===== config.mk =====
export PLATFORM = sky130hd
export DESIGN_NAME = weight_loader_flat
export DESIGN_NICKNAME = d
export VERILOG_FILES = /design/src/rtl/weight_loader_if.sv /design/src/rtl/weight_loader.sv /design/src/flat_wrapper.sv
export SDC_FILE = /design/constraint.sdc
export NUM_CORES = 1
export LEC_CHECK = 0
export BUFFER_PORTS_ARGS = -buffer_cell sky130_fd_sc_hd__buf_2
export CAP_MARGIN = 40
export CORE_ASPECT_RATIO = 1.4
export CORE_MARGIN = 1
export CORE_UTILIZATION = 31
export DETAILED_ROUTE_END_ITERATION = 8
export HOLD_SLACK_MARGIN = 0.06
export PLACE_DENSITY = 0.6
export SKIP_CTS_REPAIR_TIMING = 1
export SLEW_MARGIN = 15
export SYNTH_ARGS = -nofsm -noshare
export SYNTH_HDL_FRONTEND = slang
export SYNTH_SLANG_ARGS = --single-unit
export TNS_END_PERCENT = 10

===== constraint.sdc =====
create_clock -name clk -period 2.1 [get_ports clk]
set_input_delay 0.315 -clock clk [delete_from_list [all_inputs] [get_ports clk]]
set_output_delay 0.315 -clock clk [all_outputs]
set_load 0.01 [all_outputs]

===== src/rtl/weight_loader_if.sv =====
// Bus bundle between the weight loader, its upstream weight stream and the
// downstream weight buffers.
`timescale 1ns/1ps
interface weight_loader_if #(
  parameter int DATA_WIDTH = 16,
  parameter int NUM_PE     = 4
);
  localparam int PW = $clog2(NUM_PE) + 1;

  logic                  start;
  logic [7:0]            kernel_size;
  logic [PW-1:0]         pe_count;
  // s_valid/s_data/s_ready: a word transfers on a rising edge where s_valid
  // and s_ready are both 1; s_data must hold while s_valid=1 and s_ready=0.
  logic                  s_valid;
  logic [DATA_WIDTH-1:0] s_data;
  logic                  s_ready;
  logic [NUM_PE-1:0]     wb_flush;
  logic [DATA_WIDTH-1:0] wb_data;
  logic                  busy;
  logic                  done;
  logic                  err;

  modport master (
    output start, kernel_size, pe_count, s_valid, s_data,
    input  s_ready, wb_flush, wb_data, busy, done, err
  );

  modport slave (
    input  start, kernel_size, pe_count, s_valid, s_data,
    output s_ready, wb_flush, wb_data, busy, done, err
  );
endinterface


===== src/rtl/weight_loader.sv =====
// Stages K weights per PE from a valid/ready stream, then flushes and streams
// them to each PE buffer in turn. WEIGHT_LOADER_CFG_CHECK_EN rejects bad configs.
`timescale 1ns/1ps
module weight_loader #(
  parameter int DATA_WIDTH = 16,
  parameter int NUM_PE     = 4,
  parameter int MAX_KERNEL = 16
) (
  input  logic             clk,
  input  logic             rst,
  weight_loader_if.slave   bus,
  output logic [2:0]       dbg_state
);
  localparam int PW = $clog2(NUM_PE) + 1;
  localparam int SW = (MAX_KERNEL > 1) ? $clog2(MAX_KERNEL) : 1;
  localparam logic [7:0]    MAX_K8   = 8'(MAX_KERNEL);
  localparam logic [PW-1:0] NUM_PE_P = PW'(NUM_PE);

  typedef enum logic [2:0] {
    S_IDLE   = 3'd0,
    S_FILL   = 3'd1,
    S_FLUSH  = 3'd2,
    S_STREAM = 3'd3,
    S_DONE   = 3'd4
  } state_t;

  state_t                state, state_next;
  logic [7:0]            cnt, rd, k_reg, k_last, k_eff;
  logic [PW-1:0]         idx, p_reg, p_last, p_eff;
  logic                  err_reg, cfg_ok, beat, more_pe;
  logic [DATA_WIDTH-1:0] staging [MAX_KERNEL];

  // Config sanitising: either reject outright or clamp into range.
  always_comb begin
`ifdef WEIGHT_LOADER_CFG_CHECK_EN
    cfg_ok = (bus.kernel_size != 8'd0) && (bus.kernel_size <= MAX_K8) &&
             (bus.pe_count != '0) && (bus.pe_count <= NUM_PE_P);
    k_eff  = bus.kernel_size;
    p_eff  = bus.pe_count;
`else
    cfg_ok = 1'b1;
    k_eff  = bus.kernel_size;
    if (bus.kernel_size == 8'd0)       k_eff = 8'd1;
    else if (bus.kernel_size > MAX_K8) k_eff = MAX_K8;
    p_eff  = bus.pe_count;
    if (bus.pe_count == '0)            p_eff = PW'(1);
    else if (bus.pe_count > NUM_PE_P)  p_eff = NUM_PE_P;
`endif
  end

  assign k_last  = k_reg - 8'd1;
  assign p_last  = p_reg - PW'(1);
  assign more_pe = (idx < p_last);
  assign beat    = bus.s_valid && (state == S_FILL);

  always_ff @(posedge clk) begin
    if (rst) state <= S_IDLE;
    else     state <= state_next;
  end

  always_comb begin
    state_next   = state;
    bus.s_ready  = 1'b0;
    bus.busy     = 1'b1;
    bus.done     = 1'b0;
    bus.wb_flush = '0;
    bus.wb_data  = '0;
    case (state)
      S_IDLE: begin
        bus.busy = 1'b0;
        if (bus.start && cfg_ok) state_next = S_FILL;
      end
      S_FILL: begin
        bus.s_ready = 1'b1;
        if (beat && (cnt == k_last)) state_next = S_FLUSH;
      end
      S_FLUSH: begin
        bus.wb_flush = {{(NUM_PE-1){1'b0}}, 1'b1} << idx;
        state_next   = S_STREAM;
      end
      S_STREAM: begin
        bus.wb_data = staging[rd[SW-1:0]];
        if (rd == k_last) state_next = more_pe ? S_FILL : S_DONE;
      end
      S_DONE: begin
        bus.done   = 1'b1;
        state_next = S_IDLE;
      end
      default: state_next = S_IDLE;
    endcase
  end

  always_ff @(posedge clk) begin
    if (rst) begin
      cnt     <= 8'd0;
      rd      <= 8'd0;
      idx     <= '0;
      k_reg   <= 8'd0;
      p_reg   <= '0;
      err_reg <= 1'b0;
    end else begin
      case (state)
        S_IDLE: begin
          if (bus.start) begin
            if (cfg_ok) begin
              k_reg <= k_eff;
              p_reg <= p_eff;
              idx   <= '0;
              cnt   <= 8'd0;
            end
`ifdef WEIGHT_LOADER_CFG_CHECK_EN
            else begin
              err_reg <= 1'b1;
            end
`endif
          end
        end
        S_FILL:  if (beat) cnt <= cnt + 8'd1;
        S_FLUSH: rd <= 8'd0;
        S_STREAM: begin
          rd <= rd + 8'd1;
          if ((rd == k_last) && more_pe) begin
            idx <= idx + PW'(1);
            cnt <= 8'd0;
          end
        end
        default: ;
      endcase
    end
  end

  // Staging RAM holds stale weights across reset; every load overwrites it.
  always_ff @(posedge clk) begin
    if (!rst && beat) staging[cnt[SW-1:0]] <= bus.s_data;
  end

  assign bus.err   = err_reg;
  assign dbg_state = state;
endmodule


===== src/flat_wrapper.sv =====
// flat-port wrapper written by rule: the top's interface ports become plain ports
module weight_loader_flat 
#(
  parameter int DATA_WIDTH = 16,
  parameter int NUM_PE     = 4,
  parameter int MAX_KERNEL = 16
)
  (clk, rst, dbg_state, bus_start, bus_kernel_size, bus_pe_count, bus_s_valid, bus_s_data, bus_s_ready, bus_wb_flush, bus_wb_data, bus_busy, bus_done, bus_err);
  weight_loader_if #(.DATA_WIDTH(DATA_WIDTH), .NUM_PE(NUM_PE)) bus_i ();
  input  logic clk;
  input  logic rst;
  output logic [2:0] dbg_state;
  input wire logic [$bits(bus_i.start)-1:0] bus_start;
  input wire logic [$bits(bus_i.kernel_size)-1:0] bus_kernel_size;
  input wire logic [$bits(bus_i.pe_count)-1:0] bus_pe_count;
  input wire logic [$bits(bus_i.s_valid)-1:0] bus_s_valid;
  input wire logic [$bits(bus_i.s_data)-1:0] bus_s_data;
  output wire logic [$bits(bus_i.s_ready)-1:0] bus_s_ready;
  output wire logic [$bits(bus_i.wb_flush)-1:0] bus_wb_flush;
  output wire logic [$bits(bus_i.wb_data)-1:0] bus_wb_data;
  output wire logic [$bits(bus_i.busy)-1:0] bus_busy;
  output wire logic [$bits(bus_i.done)-1:0] bus_done;
  output wire logic [$bits(bus_i.err)-1:0] bus_err;
  assign bus_i.start = bus_start;
  assign bus_i.kernel_size = bus_kernel_size;
  assign bus_i.pe_count = bus_pe_count;
  assign bus_i.s_valid = bus_s_valid;
  assign bus_i.s_data = bus_s_data;
  assign bus_s_ready = bus_i.s_ready;
  assign bus_wb_flush = bus_i.wb_flush;
  assign bus_wb_data = bus_i.wb_data;
  assign bus_busy = bus_i.busy;
  assign bus_done = bus_i.done;
  assign bus_err = bus_i.err;
  weight_loader #(.DATA_WIDTH(DATA_WIDTH), .NUM_PE(NUM_PE), .MAX_KERNEL(MAX_KERNEL)) u_core (.clk(clk), .rst(rst), .bus(bus_i), .dbg_state(dbg_state));
endmodule

==> insert_results.sql, run 1 <==
INSERT INTO impl_metrics (metric_group, metric, value, unit) VALUES
('worst_setup_path', 'crit_slowest_cell', 'sky130_fd_sc_hd__mux4_2', ''),
('clock_network', 'cts_sinks', '293', ''),
('worst_hold_path', 'timing.hold.worst_endpoint', 'u_core.dbg_state[0]', ''),
('floorplan', 'die_area', '0.0401', 'mm²'),
('worst_hold_path', 'holdCritStartpoint', 'bus_start', ''),
('run', 'maxCapViolations', '0', ''),
('floorplan', 'fp.coreArea', '0.0386', 'mm²'),
('pwr', 'power_density', '800', 'mW/mm²'),
('synth', 'synth_enable_flop_cells', '256', ''),
('pwr', 'power.leakage', '4.88', 'nW'),
('clock_network', 'clock_path_buffers', '3', ''),
('routing', 'routed_wl', '27.0', 'mm'),
('worst_setup_path', 'timing.critical_path.fanout_max', '8', ''),
('routing', 'routed_via_density', '4.82', ''),
('synth', 'netlist.area_leader.share', '0.632', ''),
('worst_setup_path', 'timing.critical_path.required', '1.78', 'ns'),
('synth', 'dominantRegCellSynth', 'sky130_fd_sc_hd__edfxtp_1', ''),
('synth', 'avgSynthCellArea', '17.9', 'µm²'),
('routing', 'antenna_left', '0', ''),
('floorplan', 'boundaryPins', '58', ''),
('outcome', 'violations', 'negative setup slack', ''),
('synth', 'post_synthesis_net_count', '724', ''),
('clock_network', 'clkLatencyLatePin', '0.56', 'ns'),
('synth', 'library_cell_occupying_the_most_area_in_the_post_synthesis_netlist', 'sky130_fd_sc_hd__edfxtp_1', ''),
('worst_setup_path', 'crit_path_capture_type', 'output port', ''),
('floorplan', 'fp.dieW', '169', 'µm'),
('sta', 'timing.fmax', '351', 'MHz'),
('sta', 'finClkSkew', '0.0154', 'ns'),
('cells_and_area', 'antenna_cells_inserted', '0', ''),
('routing', 'dr.first_iter.drc_count', '488', ''),
('routing', 'num_vias', '6473', ''),
('grt', 'first_global_vias', '6720', ''),
('clock_network', 'path_clk_slew', '0.06', 'ns'),
('synth', 'ys_top_cells_by_area', 'sky130_fd_sc_hd__edfxtp_1 63%, sky130_fd_sc_hd__mux4_2 15%, sky130_fd_sc_hd__dfxtp_1 6.1%, sky130_fd_sc_hd__ha_1 1.4%, sky130_fd_sc_hd__and2_1 1.1%', ''),
('synth', 'fraction_of_synthesis_flops_using_an_asynchronous_set_or_reset_pin', '0', ''),
('worst_setup_path', 'reg2reg_depth', '9', ''),
('routing', 'remaining_drc_errors', '0', ''),
('synth', 'post-synth-top-count-cell', 'sky130_fd_sc_hd__edfxtp_1', ''),
('floorplan', 'initial_utilization', '0.315', ''),
('synth', 'synth_cell_types', '60', ''),
('placed_design', 'placedCellCount', '1271', ''),
('clock_network', 'cts_buffers', '30', ''),
('sta', 'fin_crit_sh', '1.36', ''),
('worst_setup_path', 'timing.critical_path.arrival', '2.54', 'ns'),
('routing', 'detail_route.first_pass.iterations', '7', ''),
('worst_setup_path', 'reg2reg_slack', '-0.18', 'ns'),
('sta', 'worstMarginPinSlew', '0.485', 'ns'),
('sta', 'slew_headroom', '0.673', ''),
('pwr', 'peak_supply_drop', '0.000636', 'V'),
('sta', 'post_route_setup_slack', '-0.750', 'ns'),
('pwr', 'p_total', '12.0', 'mW'),
('worst_setup_path', 'cp_slowest_stage_delay', '0.52', 'ns'),
('sta', 'final-max-slew-violation-count', '0', ''),
('synth', 'synthesis.area', '0.0122', 'mm²'),
('worst_hold_path', 'hold-path-cell-count', '3', ''),
('floorplan', 'placement_rows', '85', ''),
('sta', 'finalSetupViolCount', '25', ''),
('sta', 'final.min_clock_period', '2.85', 'ns'),
('sta', 'fin_tns_setup', '-12.07', 'ns'),
('synth', 'post_synth_inst_count', '679', ''),
('sta', 'grt_setup_unrepaired', 'true', ''),
('synth', 'synth.yosys.warnings', '0', ''),
('clock_network', 'htreeDepth', '1', ''),
('worst_setup_path', 'crit_type', 'reg -> out', ''),
('sta', 'endpoints_failing_hold', '0', ''),
('outcome', 'outcome', 'finished, violations left', ''),
('grt', 'initial_antenna_violation_count', '2', ''),
('worst_setup_path', 'setup.worst_path.start_class', 'register', ''),
('sta', 'fin_hold_ws', '0.122', 'ns'),
('worst_setup_path', 'crit-reg2reg-capture', 'u_core.idx[0]', ''),
('worst_hold_path', 'hold_path_class', 'in -> reg', '');
## layout by cell type, fill, tap and decap left out, drive strengths merged, types with 3 or more instances in the layout
master / n
a21oi: 17
a22o: 3
a31oi: 9
and2: 22
and3: 10
buf: 116
bufinv: 3
clkbuf: 41
clkinv: 14
clkinvlp: 3
dfxtp: 37
dlygate4sd3: 6
edfxtp: 256
ha: 14
inv: 14
mux4: 80
nand2: 24
nand3: 8
nand4: 6
nor2: 17
nor2b: 19
nor3: 18
nor4: 4
o21ai: 13
o41ai: 4
or3: 3
or4: 4
xnor2: 12
xor2: 10
## cells by family after synthesis
kind of cell,count (synthesis),synth area share
AOI/OAI and AO/OA,62,0.0332
xor gates and xnor gates,24,0.0195
adders and majority gates,15,0.0152
buffers and inverters,54,0.0198
DFF,293,0.692
muxes,82,0.150
other,1,0.000308
and+or+nand+nor,148,0.0698
## layout make-up
type	instances	area (µm²)
well taps	522	653
fillers	3525	23600
clock inverters	20	191
flip-flops and latches	293	8430
clock buffers	36	773
multi-input cells	332	3590
repair buffers	127	1320
inverters	14	52.6
## where the power goes
group / internal, mW / leakage [nW] / switching [mW] / total [mW]
Combinational: 0.172 / 1.82 / 0.248 / 0.420
Sequential: 6.36 / 2.60 / 0.0204 / 6.38
Clock: 3.00 / 0.459 / 2.22 / 5.21
Total: 9.53 / 4.88 / 2.48 / 12.0
## how the worst max path moves through the flow
stage	endpoint	slack [ns]	cells after the start	startpoint
after global routing	bus_wb_data[14]	-0.82	6	register
after CTS	bus_wb_data[12]	-0.81	5	register
after floorplan	u_core.staging[8][0]	-0.16	5	u_core.dbg_state[1]
after detailed placement	u_core.idx[1]	-0.23	9	u_core.p_reg[0]
final	bus_wb_data[11]	-0.75	6	register
after global placement	u_core.idx[1]	-0.19	9	u_core.p_reg[0]
## worst max-delay path, delay by kind of cell (launching register included)
kind                   cells  cell delay (ns)
multiplexers               2             1.01
AND/OR/NAND/NOR            1             0.15
flip-flops                 1             0.39
buffers and inverters      3             0.43
## layer usage
layer	routed length, µm	share of wire	global-route usage	up-vias
li1	-	-	-	2956
met1	11200	0.41	0.169	3320
met2	14200	0.52	0.235	152
met3	1190	0.044	0.0229	41
met4	461	0.017	0.0377	4
met5	32	0.0012	0	-
## stage by stage
stage	utilization	setup WS, ns	cell area (µm²)
6_report	0.389	-0.750	15000
5_1_grt	0.389	-0.818	15000
4_1_cts	0.379	-0.812	14600
3_5_place_dp	0.354	-0.226	13700
3_3_place_gp	0.354	-0.194	13700
2_1_floorplan	-	-0.159	12200
Note: power is estimated with default switching activity, not from simulation.
==> run 2, diff against run 1 <==
--- a/config.mk
+++ b/config.mk
@@ -6,12 +6,13 @@
 export NUM_CORES = 1
 export LEC_CHECK = 0
 export BUFFER_PORTS_ARGS = -buffer_cell sky130_fd_sc_hd__buf_2
-export CAP_MARGIN = 40
+export CAP_MARGIN = 20
 export CORE_ASPECT_RATIO = 1.4
 export CORE_MARGIN = 1
 export CORE_UTILIZATION = 31
 export DETAILED_ROUTE_END_ITERATION = 8
 export HOLD_SLACK_MARGIN = 0.06
+export MAX_ROUTING_LAYER = met4
 export PLACE_DENSITY = 0.6
 export SKIP_CTS_REPAIR_TIMING = 1
 export SLEW_MARGIN = 15
==> run 2 against run 1 <==
Effect of this change: total power barely moved; register-to-register slack barely moved; sequential cell count did not move; via count fell by 0.46%; die area did not move; final cell count is 0.15% higher; global-route usage rose by 0.41 points; design area hardly changed; first-iteration DRC count down 4.7%; the run still ends with negative setup slack left; sequential power about the same.
==> insert_results.sql, run 2 (synthesis gave the netlist of run 1 again) <==
INSERT INTO impl_metrics (metric_group, metric, value, unit) VALUES
('placed_design', 'placed_area', '0.0137', 'mm²'),
('routing', 'num_vias', '6443', ''),
('placed_design', 'detailed_place_hpwl', '15.4', 'mm'),
('routing', 'antenna_left', '0', ''),
('pwr', 'p_total', '12.0', 'mW'),
('floorplan', 'fp.coreArea', '0.0386', 'mm²'),
('clock_network', 'clock_path_buffers', '3', ''),
('clock_network', 'cts_tree', 'yes', ''),
('routing', 'dr.first_iter.drc_count', '465', ''),
('grt', 'initial_antenna_violation_count', '2', ''),
('cells_and_area', 'synthToLayoutAreaGrowth', '23.4', '%'),
('floorplan', 'boundaryPins', '58', ''),
('worst_setup_path', 'setup.worst_path.start_class', 'register', ''),
('sta', 'final.min_clock_period', '2.86', 'ns'),
('pwr', 'p_comb_frac', '0.035', ''),
('grt', 'global_route.overflow_total', '0', ''),
('cells_and_area', 'layout_commonest_cell', 'sky130_fd_sc_hd__edfxtp_1', ''),
('clock_network', 'path_clk_slew', '0.06', 'ns'),
('clock_network', 'htreeDepth', '1', ''),
('placed_design', 'numPortBuffers', '56', ''),
('floorplan', 'die_height', '236', 'µm'),
('routing', 'routedWlPerCell', '20.0', 'µm'),
('sta', 'finalSetupViolCount', '25', ''),
('grt', 'largest_net_degree_at_the_start_of_global_routing', '25', ''),
('pwr', 'peak_supply_drop', '0.000637', 'V'),
('placed_design', 'gp_congestion', '0.805', ''),
('pwr', 'clock_power_share', '0.434', ''),
('placed_design', 'placement.setup.worst_slack', '-0.226', 'ns'),
('floorplan', 'fp.dieW', '169', 'µm'),
('pwr', 'p_int', '9.53', 'mW'),
('outcome', 'violations', 'negative setup slack', ''),
('grt', 'grt_first_pass_wirelength', '40.3', 'mm'),
('worst_setup_path', 'timing.critical_path.required', '1.78', 'ns'),
('grt', 'first_global_vias', '6715', ''),
('pwr', 'power.leakage', '4.88', 'nW'),
('worst_setup_path', 'crit_type', 'reg -> out', ''),
('worst_setup_path', 'reg2reg_slack', '-0.18', 'ns'),
('sta', 'fin_hold_ws', '0.121', 'ns'),
('cells_and_area', 'num-fill-cells', '3523', ''),
('cells_and_area', 'final_nets', '843', ''),
('routing', 'detail_route.first_pass.iterations', '4', ''),
('floorplan', 'die_area', '0.0401', 'mm²'),
('sta', 'final-max-slew-violation-count', '0', ''),
('clock_network', 'cts_sinks', '293', ''),
('sta', 'grt_setup_unrepaired', 'true', ''),
('run', 'maxCapViolations', '0', ''),
('sta', 'fin_crit_sh', '1.36', ''),
('routing', 'routed_via_density', '4.79', ''),
('pwr', 'power.net_switching', '2.49', 'mW'),
('clock_network', 'clkLatencyLatePin', '0.56', 'ns'),
('worst_setup_path', 'timing.critical_path.arrival', '2.54', 'ns'),
('routing', 'routed_wl', '26.9', 'mm'),
('pwr', 'sw_frac_of_total', '0.207', ''),
('pwr', 'p_seq_frac', '0.531', ''),
('cells_and_area', 'largest_register_ff_count', '256', ''),
('routing', 'remaining_drc_errors', '0', ''),
('pwr', 'power_density', '800', 'mW/mm²'),
('worst_setup_path', 'crit_path_capture_type', 'output port', ''),
('sta', 'post_route_setup_slack', '-0.759', 'ns'),
('clock_network', 'cts_buffers', '30', ''),
('worst_hold_path', 'hold_path_class', 'in -> reg', ''),
('sta', 'finClkSkew', '0.0167', 'ns'),
('sta', 'timing.fmax', '350', 'MHz'),
('cells_and_area', 'drive_gt1_frac', '0.327', ''),
('outcome', 'outcome', 'finished, violations left', ''),
('clock_network', 'clk_root_buffer_cell', 'sky130_fd_sc_hd__clkbuf_16', ''),
('sta', 'endpoints_failing_hold', '0', ''),
('worst_setup_path', 'timing.critical_path.fanout_max', '8', ''),
('floorplan', 'initial_utilization', '0.315', ''),
('grt', 'globalRouteTotalUtil', '0.138', ''),
('cells_and_area', 'layout_common_cells', '256 x sky130_fd_sc_hd__edfxtp_1, 80 x sky130_fd_sc_hd__mux4_2, 54 x sky130_fd_sc_hd__buf_2', ''),
('floorplan', 'placement_rows', '85', ''),
('cells_and_area', 'layout.cell_area.non_filler', '0.0150', 'mm²');
-- run 2: cell types whose count changed in the layout (fill, tap and decap cells not counted), sizes merged --
| cell | before | now |
|---|---|---|
| diode | 0 | 2 |
-- run 2: worst paths after layout --
kind,cells after the start,endpoint,from
setup / recovery,6,bus_wb_data[11],register
hold / removal,3,u_core.dbg_state[0],bus_start
setup reg to reg,9,u_core.idx[0],u_core.p_reg[0]
hold reg to reg,2,u_core.p_reg[1],u_core.p_reg[1]
-- run 2: layer usage --
metal / vias to the layer above / wire [µm] / part of all wire / global-route usage
li1: 2962 / - / - / -
met1: 3292 / 11000 / 0.41 / 0.170
met2: 151 / 14100 / 0.52 / 0.235
met3: 38 / 1410 / 0.052 / 0.0224
met4: 0 / 437 / 0.016 / 0.0377
met5: - / 0 / 0 / -
-- run 2: power by group through the flow --
| stage | registers, mW | clock network (mW) | logic [mW] |
|---|---|---|---|
| CTS | 6.38 | 5.31 | 0.417 |
| floorplan | 6.51 | 0 | 0.203 |
| detailed placement | 6.51 | 0 | 0.416 |
| global route | 6.39 | 5.53 | 0.472 |
| finish | 6.38 | 5.21 | 0.420 |
| global placement | 6.51 | 0 | 0.403 |
-- run 2: through the flow --
step	util	cells	setup TNS (ns)
floorplan	-	679	-20.42
global placement	0.354	1271	-2.89
detailed placement	0.354	1271	-3.36
CTS	0.379	1327	-13.80
global route	0.389	1346	-15.14
finish	0.389	1346	-12.11
-- run 2: critical path, cell delays in order (launching register included) --
cell                      delay, ns
sky130_fd_sc_hd__dfxtp_4       0.39
sky130_fd_sc_hd__buf_12        0.15
sky130_fd_sc_hd__buf_12        0.15
sky130_fd_sc_hd__mux4_2        0.52
sky130_fd_sc_hd__mux4_2        0.50
sky130_fd_sc_hd__nor2b_1       0.15
sky130_fd_sc_hd__buf_2         0.14
-- run 2: cell type report --
| type | count | area (µm²) | area share |
|---|---|---|---|
| Antenna cell | 2 | 5.00 | 0.000333 |
| Clock buffer | 36 | 773 | 0.0515 |
| Clock inverter | 20 | 191 | 0.0127 |
| Inverter | 14 | 52.6 | 0.00350 |
| Multi-Input combinational cell | 332 | 3590 | 0.239 |
| Sequential cell | 293 | 8430 | 0.561 |
| Tap cell | 522 | 653 | 0.0435 |
| Timing Repair Buffer | 127 | 1320 | 0.0877 |
